## config.mk

```make
export PLATFORM = sky130hd
export DESIGN_NAME = enc424j600_reg_access
export DESIGN_NICKNAME = d
export VERILOG_FILES = /design/src/rtl/enc424j600_reg_access.sv
export SDC_FILE = /design/constraint.sdc
export NUM_CORES = 1
export LEC_CHECK = 0
export ABC_AREA = 0
export ABC_CLOCK_PERIOD_IN_PS = 3600
export CORE_MARGIN = 8
export CORE_UTILIZATION = 45
export CTS_CLUSTER_SIZE = 12
export DETAILED_ROUTE_END_ITERATION = 10
export DONT_BUFFER_PORTS = 1
export GPL_TIMING_DRIVEN = 0
export PLACE_DENSITY = 0.68
export SYNTH_ARGS = -nofsm -noshare
export SYNTH_HDL_FRONTEND = slang
export SYNTH_SLANG_ARGS = --single-unit
```

## constraint.sdc

```tcl
create_clock -name clk -period 3.6 [get_ports clk]
set_input_delay 0.9 -clock clk [delete_from_list [all_inputs] [get_ports clk]]
set_output_delay 0.9 -clock clk [all_outputs]
set_load 0.005 [all_outputs]
```

## src/rtl/enc424j600_reg_access.sv

```systemverilog
// ENC424J600 SFR register access sequencer: turns one 16-bit read/write
// request into a WCRU/RCRU opcode plus three data bytes for the SPI master.
module enc424j600_reg_access #(
  parameter int TIMEOUT = 4095
) (
  input  logic        clk,
  input  logic        rst,
  input  logic        req_valid,
  output logic        req_ready,
  input  logic        req_write,
  input  logic [7:0]  req_addr,
  input  logic [15:0] req_wdata,
  output logic        rsp_valid,
  output logic [15:0] rsp_rdata,
  output logic        rsp_err,
  output logic [7:0]  opbyte,
  output logic        opbyte_valid,
  output logic [10:0] nbyte_num,
  output logic [7:0]  wrdat_byte,
  output logic        wrdat_valid,
  input  logic        wrdat_ready,
  input  logic [7:0]  rddat_byte,
  input  logic        rddat_valid,
  input  logic        txn_done
);

  localparam int CW =
    ($clog2(TIMEOUT + 1) > 12) ? $clog2(TIMEOUT + 1) : 12;
  localparam logic [CW-1:0] TO_LAST = CW'(TIMEOUT - 1);

  typedef enum logic [2:0] {
    IDLE, START, XFER, WAIT_DONE, RESP
  } state_t;

  state_t          state, state_nx;
  logic            wr_q;
  logic [7:0]      addr_q;
  logic [15:0]     wdata_q;
  logic [15:0]     rdata_q;
  logic [1:0]      wr_idx;
  logic [1:0]      rd_idx;
  logic [CW-1:0]   tmo_cnt;
  logic            err_q;
  logic            busy;
  logic            hs;
  logic            tmo;

  assign busy = (state == XFER) || (state == WAIT_DONE);
  assign hs   = wrdat_valid & wrdat_ready;
  assign tmo  = busy && (tmo_cnt == TO_LAST);

  assign req_ready    = (state == IDLE) && !rst;
  assign opbyte_valid = (state == START);
  assign wrdat_valid  = (state == XFER);
  assign rsp_valid    = (state == RESP);
  assign rsp_err      = (state == RESP) && err_q;
  assign nbyte_num    = 11'd3;
  assign rsp_rdata    = (state == RESP && !err_q && !wr_q)
                        ? rdata_q : 16'h0000;

  always_comb begin
    state_nx = state;
    unique case (state)
      IDLE:      if (req_valid && req_ready) state_nx = START;
      START:     state_nx = XFER;
      XFER: begin
        if (txn_done || tmo)          state_nx = RESP;
        else if (hs && wr_idx == 2'd2) state_nx = WAIT_DONE;
      end
      WAIT_DONE: if (txn_done || tmo) state_nx = RESP;
      RESP:      state_nx = IDLE;
      default:   state_nx = IDLE;
    endcase
  end

  // Reads clock out two dummy bytes after the address.
  always_comb begin
    wrdat_byte = 8'h00;
    if (state == XFER) begin
      unique case (wr_idx)
        2'd0:    wrdat_byte = addr_q;
        2'd1:    wrdat_byte = wr_q ? wdata_q[7:0] : 8'h00;
        default: wrdat_byte = wr_q ? wdata_q[15:8] : 8'h00;
      endcase
    end
  end

  always_ff @(posedge clk) begin
    if (rst) begin
      state   <= IDLE;
      opbyte  <= 8'h00;
      wr_q    <= 1'b0;
      addr_q  <= 8'h00;
      wdata_q <= 16'h0000;
      rdata_q <= 16'h0000;
      wr_idx  <= 2'd0;
      rd_idx  <= 2'd0;
      tmo_cnt <= '0;
      err_q   <= 1'b0;
    end else begin
      state <= state_nx;
      if (state == IDLE && req_valid) begin
        wr_q    <= req_write;
        addr_q  <= req_addr;
        wdata_q <= req_wdata;
        opbyte  <= req_write ? 8'h22 : 8'h20;
      end
      if (state == START) begin
        tmo_cnt <= '0;
        wr_idx  <= 2'd0;
        rd_idx  <= 2'd0;
        rdata_q <= 16'h0000;
        err_q   <= 1'b0;
      end
      if (busy) tmo_cnt <= tmo_cnt + 1'b1;
      if (hs && wr_idx != 2'd3) wr_idx <= wr_idx + 2'd1;
      // First MISO byte overlaps the address and carries no data.
      if (busy && rddat_valid && rd_idx != 2'd3) begin
        rd_idx <= rd_idx + 2'd1;
        if (rd_idx == 2'd1) rdata_q[7:0]  <= rddat_byte;
        if (rd_idx == 2'd2) rdata_q[15:8] <= rddat_byte;
      end
      if (busy && state_nx == RESP) err_q <= !txn_done;
    end
  end

endmodule

```

[Word-level counts from Yosys, hierarchy flattened]
Cells that the tools add are included.
Storage, ports and cells
  bits in registers: 69
  bits in latches: 0
  memory bits (writable): 0
  memory bits (read-only): 0
  input bits: 39
  output and inout port bits: 48
  logic and storage cells: 72
  memories: 0
Operators by class
  add/subtract/negate cells: 3
  multiply operators: 0
  divide/modulo/power cells: 0
  magnitude comparators: 0
  equal/unequal tests: 12
  shift operators: 0
  muxes and demuxes: 22
  bitwise logic cells: 1
  reductions and logical operators: 24
Operator list (count)
  two-way mux 16 bit: 3
  two-way mux 8 bit: 5
  two-way mux 12 bit: 2
  one-hot mux 8 bit (2 select lines): 1
  adder 12 x 1 -> 12 bit (second input constant): 1
  == test 12 bit (second input constant): 1
  logical AND 1 bit: 12
  two-way mux 3 bit: 4
  one-hot mux 3 bit (4 select lines): 1
  two-way mux 2 bit: 4
  nonzero test 2 bit: 4
  == test 3 x 2 -> 1 bit (second input constant): 2
  == test 3 bit (second input constant): 2
  adder 2 x 1 -> 2 bit (second input constant): 2
  == test 2 x 1 -> 1 bit (second input constant): 2
  == test 2 bit (second input constant): 2
  logical NOT 1 bit: 4
  inequality test 2 bit (second input constant): 2
  == test 3 x 1 -> 1 bit (second input constant): 1
  logical NOT 3 bit: 1
  logical NOT 2 bit: 1
  logical OR 1 bit: 2
  two-way mux 1 bit: 2
  bitwise AND 1 bit: 1

[Longest topological paths before layout]
Gate-level depths: netlist of run 1.
  depth in word-level cells: 9
  depth in mapped cells: 7
  mapped depth without buffers: 6

[Worst setup path after synthesis of run 1]
No wires, ideal clock.
  path type: reg2out
  start point: register wr_idx[0]
  end point: output wrdat_byte[0]
  arrival time: 1.442 ns
  required time: 2.700 ns
  slack: 1.258 ns
  cell stages (with the launch flop): 8
  path through: dfxtp_1 -> inv_1 -> ha_1 -> clkbuf_1 -> nor2_1 -> a22o_1 -> a22oi_1 -> nor2_1
On the way
  longest elaborated chain between the ends: 3
  elaborated cells on any way between the ends: 4
  those cells by class: eq/ne: 1; mux: 2; reduce/logical: 1
Ends and longest elaborated chain
  from (decl): RTL line 40  | logic [1:0] wr_idx;
  from (signal assigned): RTL line 116  | if (hs && wr_idx != 2'd3) wr_idx <= wr_idx + 2'd1;
  == test 2 x 1 -> 1 bit / logical NOT 2 bit (equally long branches): RTL line 80  | unique case (wr_idx)
  one-hot mux 8 bit (2 select lines) *: RTL line 80
  two-way mux 8 bit *: RTL line 79  | if (state == XFER) begin
  to (decl): RTL line 19  | output logic [7:0] wrdat_byte,
Mark *: on every way between the ends. The rest lies on a longest branch, timed or not.

[Worst setup path in the final report of run 1]
  start point: register wr_idx[0]
  end point: output wrdat_byte[1]
Same word-level chain as after synthesis.

==> metrics, run 1 <==
minimum clock period=3104 ps; most frequent cell after synthesis=dfxtp_1; post-route ant nets=0; Worst Skew=9.019 ps; clock sinks=62; part of the cycle the worst path needs=0.8622; DRT Wirelength=7.712 mm; largest net degree at the start of global routing=13; Crit. path cell count=7; total number of vias=2677; Max stage delay on crit path=490 ps; CP Buf/Inv Count=2; Die X=99.11 µm; Distinct cells, synth=41; Final setup violation count=0; Crit path top cell by count=nor2_1; design area=3465 µm²; worst reg2reg path endpoint=wr_idx[1]$_SDFFE_PP0P_; io pins=87; Cell Pwr Density=427.3 nW/µm²; final net count=465; Int Power=1.089 mW; worst skew pair latency=340 ps; Net Sw Frac=0.2646; DP Area=3264 µm²; dpl hpwl=5.726 mm; die area=9822 µm²; critical path peak fanout=9; reg2reg start=state[1]$_SDFF_PP0_; overall global routing resource usage=0.1604; Post-route DRC=0; Root Buffer=clkbuf_8; crit end category=primary output; post-cts sizing count=0; Fill cells=666; Slew Limit Fails=0; crit-path leading delay family=simple AND/OR/NAND/NOR gates; area leader, netlist=dfxtp_1; sequential cell area fraction in the yosys report=0.3994; status=finished clean; Routed WL per cell=15.33 µm; Worst slew margin=0.5860; WL met3=670 µm; vias in the first global route=2543; hold-fix buffers at CTS=0; crit path DAT=2200 ps; Seq cells post-synth=62; Initial Util=0.4600; Worst Hold End=wdata_q[14]$_SDFFE_PP0P_; Tightest Pin Transition=615.3 ps; share of layout cells above drive strength 1=0.1137; met1 WL=3.392 mm; critical path cell sequence=inv_1 -> ha_1 -> clkbuf_1 -> nor2_1 -> a22o_1 -> a22oi_1 -> nor2_1; Post-Syn Area=3108 µm²; TritonCTS clock tree=done; Highest Clock Rate=0.3222 GHz; top post-synthesis cells by area=dfxtp_1 40%, a21oi_1 8.2%, nand2_1 7.2%; Post CTS Setup Buffer Count=0; Cell Rows=30; total gr overflow=0; yosys warns=0; Comb pwr share=0.103; DR top layer=met4; core box area=6756 µm²; initial antenna violation count=1; worst endpoint required time=2700 ps; first drt pass iteration count=4; Hold Path Class=reg -> reg; cts bufs inserted=9; Synth top cells by count=62 x dfxtp_1, 60 x nand2_1, 51 x a21oi_1; Max-cap violations=0; P_leak=1.285 nW; routed vias/inst=5.322; layout overhead on the synthesized area=11.47%; port buffer count=0; Hold Slack=457.5 ps; Post-Place Worst Slack=876.4 ps; Reg2Reg Setup Slack=1880 ps; Post-synth ARST share=0; met2 wire length=3.606 mm; Hold Crit Depth=2; H-tree depth=3; top-area cell type share of the netlist area=0.3994; Worst setup SP type=register; post-route setup TNS=0 ps; Crit-path slowest cell=nor2_1; hold_sp=wdata_q[14]$_SDFFE_PP0P_; Mean Syn Cell Area=7.949 µm²; Clk pwr share=0.407; unrepaired setup endpoints after global routing=false; Post-Synthesis Cells=391; GP Congestion=0.8055; clock slew at the register clock pins of the worst setup and hold paths=80 ps; Top FF cell, synth=dfxtp_1; Initial DRC Count=177; global-route wire length before repair=12.68 mm; clock tree buffer depth=2; die height=99.11 µm; crit path kind=reg -> out; worst reg2reg path depth=6; switching power=0.3917 mW; Final Hold Vio Count=0; sequential power share=0.489; worst setup slack after layout=496.0 ps; Post-synth EDFFs=0; Worst VDD drop=0.2756 mV
[routing by layer]
layer,vias to the layer above,GRT usage
met5,-,0
li1,1371,-
met4,0,0.04191
met1,1218,0.1920
met3,4,0.07682
met2,84,0.2516
[metrics by stage]
| step | power [mW] | std cells | util |
|---|---|---|---|
| after floorplan | 0.8572 | 406 | - |
| after global placement | 0.8899 | 486 | 0.4831 |
| after detailed placement | 0.8923 | 486 | 0.4831 |
| after CTS | 1.496 | 502 | 0.5124 |
| after global routing | 1.554 | 503 | 0.5128 |
| final | 1.480 | 503 | 0.5128 |
[area by class of cell]
class	instances	area [µm²]	area share
Buffer	48	270.3	0.07801
Clock buffer	9	123.9	0.03575
Antenna cell	1	2.502	0.0007223
Multi-Input combinational cell	289	1627	0.4695
Clock inverter	7	73.82	0.02131
Sequential cell	62	1241	0.3583
Tap cell	80	100.1	0.02889
Inverter	7	26.28	0.007584
[worst max path at each step]
stage / start / endpoint
final: wr_idx[0]$_SDFFE_PP0P_ / wrdat_byte[1]
after global routing: wr_idx[0]$_SDFFE_PP0P_ / wrdat_byte[2]
after CTS: wr_idx[0]$_SDFFE_PP0P_ / wrdat_byte[1]
after detailed placement: wr_idx[0]$_SDFFE_PP0P_ / wrdat_byte[1]
after global placement: wr_idx[0]$_SDFFE_PP0P_ / wrdat_byte[1]
after floorplan: wr_idx[0]$_SDFFE_PP0P_ / wrdat_byte[0]
[power groups by stage]
stage	combinational (mW)	clock, mW	sequential (mW)
floorplan	0.121	0	0.736
global placement	0.150	0	0.740
detailed placement	0.152	0	0.740
CTS	0.153	0.619	0.724
global route	0.175	0.652	0.727
finish	0.153	0.603	0.724
[sequential cells by signal, summed over array words and instances, names as in the netlist]
register / count
rdata_q: 16
wdata_q: 16
tmo_cnt: 12
addr_q: 8
state: 3
opbyte: 2
rd_idx: 2
wr_idx: 2
err_q: 1
[cell usage in the layout (no fill, tap or decap), types with 2 or more instances in the layout]
cell,instances
dfxtp_1,62
nand2_1,60
a21oi_1,51
nor2_1,28
nand3_1,22
clkbuf_1,21
and2_1,20
buf_4,18
conb_1,17
nand3b_1,16
a22o_1,9
a22oi_1,9
ha_1,9
clkbuf_8,9
inv_1,7
buf_2,6
nor3_1,6
a41oi_1,5
a311oi_1,4
o21ai_0,4
or3_1,4
clkinvlp_4,4
mux2i_1,3
buf_6,2
and3_1,2
nor2b_1,2
and4_1,2
a211oi_1,2
[kinds of logic (layout without fill, tap and decap cells)]
kind of cell,after synthesis,in the layout,synth area share
and+or+nand+nor,172,172,0.2794
DFF,62,62,0.3994
buffers and inverters,55,71,0.09541
adders and majority gates,9,9,0.03623
other,2,18,0.002416
muxes,4,4,0.01329
AOI/OAI and AO/OA,87,87,0.1739
[tightest hold or removal path: cells and delay by family, from the launching register on]
family          cells  cell delay [ps]
compound gates      1               50
simple gates        1               50
flops               1              310
No activity file was read; power rests on OpenSTA's default activity.
==> run 2: changes to the inputs <==
--- a/config.mk
+++ b/config.mk
@@ -9,2 +9,3 @@
 export ABC_CLOCK_PERIOD_IN_PS = 3600
+export CAP_MARGIN = 20
 export CORE_MARGIN = 8
--- a/constraint.sdc
+++ b/constraint.sdc
@@ -3,2 +3,2 @@
 set_output_delay 0.9 -clock clk [all_outputs]
-set_load 0.005 [all_outputs]
+set_load 0.02 [all_outputs]
==> run 2 against run 1 <==
  * Cell count up 0.40%
  * First-iteration DRC count down 24%
  * Hold slack hardly changed
  * Core utilization increased by 0.37 points
  * Sequential power is essentially flat
  * Wire length rose by 1.7%
  * Clock skew down 3.7 ps
  * Non-clock buffer count rose by 2
  * Flip-flop and latch count unchanged
  * Worst setup slack lost 170 ps
==> metrics, run 2 (synthesis results as in run 1) <==
switching power=0.4053 mW (was 0.3917 mW); H-tree depth=3 (unchanged); worst reg2reg path depth=6 (unchanged); core box area=6756 µm² (unchanged); worst reg2reg path endpoint=wr_idx[1]$_SDFFE_PP0P_ (unchanged); Post CTS Setup Buffer Count=0 (unchanged); clock sinks=62 (unchanged); post-route ant nets=0 (unchanged); Net Sw Frac=0.2591 (was 0.2646); Int Power=1.159 mW (was 1.089 mW); largest net degree at the start of global routing=12 (was 13); commonest non-fill, non-tap cell in the layout=dfxtp_1 (unchanged); port buffer count=0 (unchanged); P_leak=1.309 nW (was 1.285 nW); critical path peak fanout=9 (unchanged); worst skew pair latency=350 ps (was 340 ps); status=finished clean (unchanged); cts bufs inserted=9 (unchanged); critical path cell sequence=inv_1 -> ha_1 -> clkbuf_1 -> nor2_1 -> a22o_1 -> a22oi_1 -> nor2_1 (unchanged); Max-cap violations=0 (unchanged); CP Buf/Inv Count=2 (unchanged); Final Hold Vio Count=0 (unchanged); part of the cycle the worst path needs=0.9088 (was 0.8622); dpl hpwl=5.740 mm (was 5.726 mm); sequential power share=0.464 (was 0.489); DRT Wirelength=7.842 mm (was 7.712 mm); hold_sp=wdata_q[9]$_SDFFE_PP0P_ (was wdata_q[14]$_SDFFE_PP0P_); Routed WL per cell=15.53 µm (was 15.33 µm); Clk pwr share=0.426 (was 0.407); Worst setup SP type=register (unchanged); placed insts=488 (was 486); minimum clock period=3272 ps (was 3104 ps); Max stage delay on crit path=480 ps (was 490 ps); share of layout cells above drive strength 1=0.1132 (was 0.1137); final net count=467 (was 465); Worst Skew=5.336 ps (was 9.019 ps); Comb pwr share=0.110 (was 0.103); Hold Path Class=reg -> reg (unchanged); Post-Layout Cell Count=505 (was 503); vias in the first global route=2617 (was 2543); crit end category=primary output (unchanged); TritonCTS clock tree=done (unchanged); Initial Util=0.4600 (unchanged); Cell Pwr Density=448.2 nW/µm² (was 427.3 nW/µm²); first drt pass iteration count=4 (unchanged); Fill cells=677 (was 666); Crit-path slowest cell=nor2_1 (unchanged); die height=99.11 µm (unchanged); GP Congestion=0.8055 (unchanged); post-cts sizing count=0 (unchanged); Cell Rows=30 (unchanged); Hold Crit Depth=2 (unchanged); routed vias/inst=5.323 (was 5.322); most frequent cells in the layout=62 x dfxtp_1, 60 x nand2_1, 51 x a21oi_1 (unchanged); clock slew at the register clock pins of the worst setup and hold paths=70 ps (was 80 ps); Crit path top cell by count=nor2_1 (unchanged); crit path DAT=2370 ps (was 2200 ps); Tightest Pin Transition=576.1 ps (was 615.3 ps); overall global routing resource usage=0.1618 (was 0.1604); Worst VDD drop=0.2956 mV (was 0.2756 mV); total gr overflow=0 (unchanged); clock tree buffer depth=2 (unchanged); Worst slew margin=0.6159 (was 0.5860); hold-fix buffers at CTS=0 (unchanged); Reg2Reg Setup Slack=1780 ps (was 1880 ps); Slew Limit Fails=0 (unchanged); die area=9822 µm² (unchanged); Top Registers=rdata_q: 16 flops, wdata_q: 16 flops, tmo_cnt: 12 flops (unchanged); initial antenna violation count=1 (unchanged); Worst Hold End=wdata_q[9]$_SDFFE_PP0P_ (was wdata_q[14]$_SDFFE_PP0P_); io pins=87 (unchanged); crit path kind=reg -> out (unchanged); Highest Clock Rate=0.3057 GHz (was 0.3222 GHz); worst endpoint required time=2700 ps (about the same); reg2reg start=state[2]$_SDFF_PP0_ (was state[1]$_SDFF_PP0_); crit-path leading delay family=simple AND/OR/NAND/NOR gates (unchanged); Initial DRC Count=134 (was 177); total number of vias=2688 (was 2677); Crit. path cell count=7 (unchanged); Root Buffer=clkbuf_8 (unchanged); global-route wire length before repair=12.67 mm (was 12.68 mm); post-route setup TNS=0 ps (unchanged); Final setup violation count=0 (unchanged); Die X=99.11 µm (unchanged); unrepaired setup endpoints after global routing=false (unchanged); Post-route DRC=0 (unchanged); layout overhead on the synthesized area=12.28% (was 11.47%)
[run 2: changes by cell type in the layout (fill, tap and decap cells not counted), sizes merged]
cell      delta
clkinvlp     -3
buf          +2
clkinv       +2
bufinv       +1
clkbuf       +1
inv          -1
[run 2: worst register-to-register path: stages, from the launching register on]
cell and delay (ps):
dfxtp_1 330, buf_2 180, nor3b_1 400, clkbuf_1 480, nor2_1 90, mux2i_1 170, nor2_1 50
[run 2: power by group through the flow]
stage | clock (mW) | sequential (mW) | combinational, mW
floorplan | 0 | 0.737 | 0.139
global placement | 0 | 0.741 | 0.168
detailed placement | 0 | 0.742 | 0.172
CTS | 0.682 | 0.726 | 0.172
global route | 0.710 | 0.728 | 0.193
finish | 0.666 | 0.726 | 0.172
[run 2: cell type report]
type	instances	area [µm²]	area share
clock inverter	6	86.33	0.02474
timing repair buffer	2	8.758	0.002510
multi-input combinational	289	1627	0.4661
tap	80	100.1	0.02868
clock buffer	10	127.6	0.03657
sequential	62	1241	0.3557
buffer	48	270.3	0.07745
antenna	1	2.502	0.0007171
inverter	7	26.28	0.007530
[run 2: stage by stage]
stage / power, mW / area, µm² / setup slack (ps) / util / hold WS (ps)
after floorplan: 0.8764 / 3164 / 935.3 / - / 427.6
after global placement: 0.9090 / 3264 / 600.7 / 0.4831 / 442.6
after detailed placement: 0.9132 / 3273 / 705.9 / 0.4844 / 447.5
after CTS: 1.580 / 3487 / 320.7 / 0.5161 / 457.7
after global routing: 1.632 / 3490 / 108.6 / 0.5165 / 473.0
final: 1.564 / 3490 / 328.3 / 0.5165 / 457.1
[run 2: routing by layer]
metal  vias to the layer above  GRT usage  routed length, µm  part of all wire
met1                      1235     0.1914               3492              0.45
met2                        76     0.2552               3586              0.46
met3                         9    0.06844                654             0.083
li1                       1368          -                  -                 -
met5                         -          0                  0                 0
met4                         0    0.06054                109             0.014
[run 2: worst max-delay path by stage]
stage                            from  slack [ps]       endpoint
4_1_cts        wr_idx[0]$_SDFFE_PP0P_         320  wrdat_byte[1]
6_report       wr_idx[0]$_SDFFE_PP0P_         330  wrdat_byte[2]
2_1_floorplan                     rst         940      req_ready
3_5_place_dp   wr_idx[0]$_SDFFE_PP0P_         710  wrdat_byte[1]
3_3_place_gp                      rst         600      req_ready
5_1_grt        wr_idx[1]$_SDFFE_PP0P_         110  wrdat_byte[2]
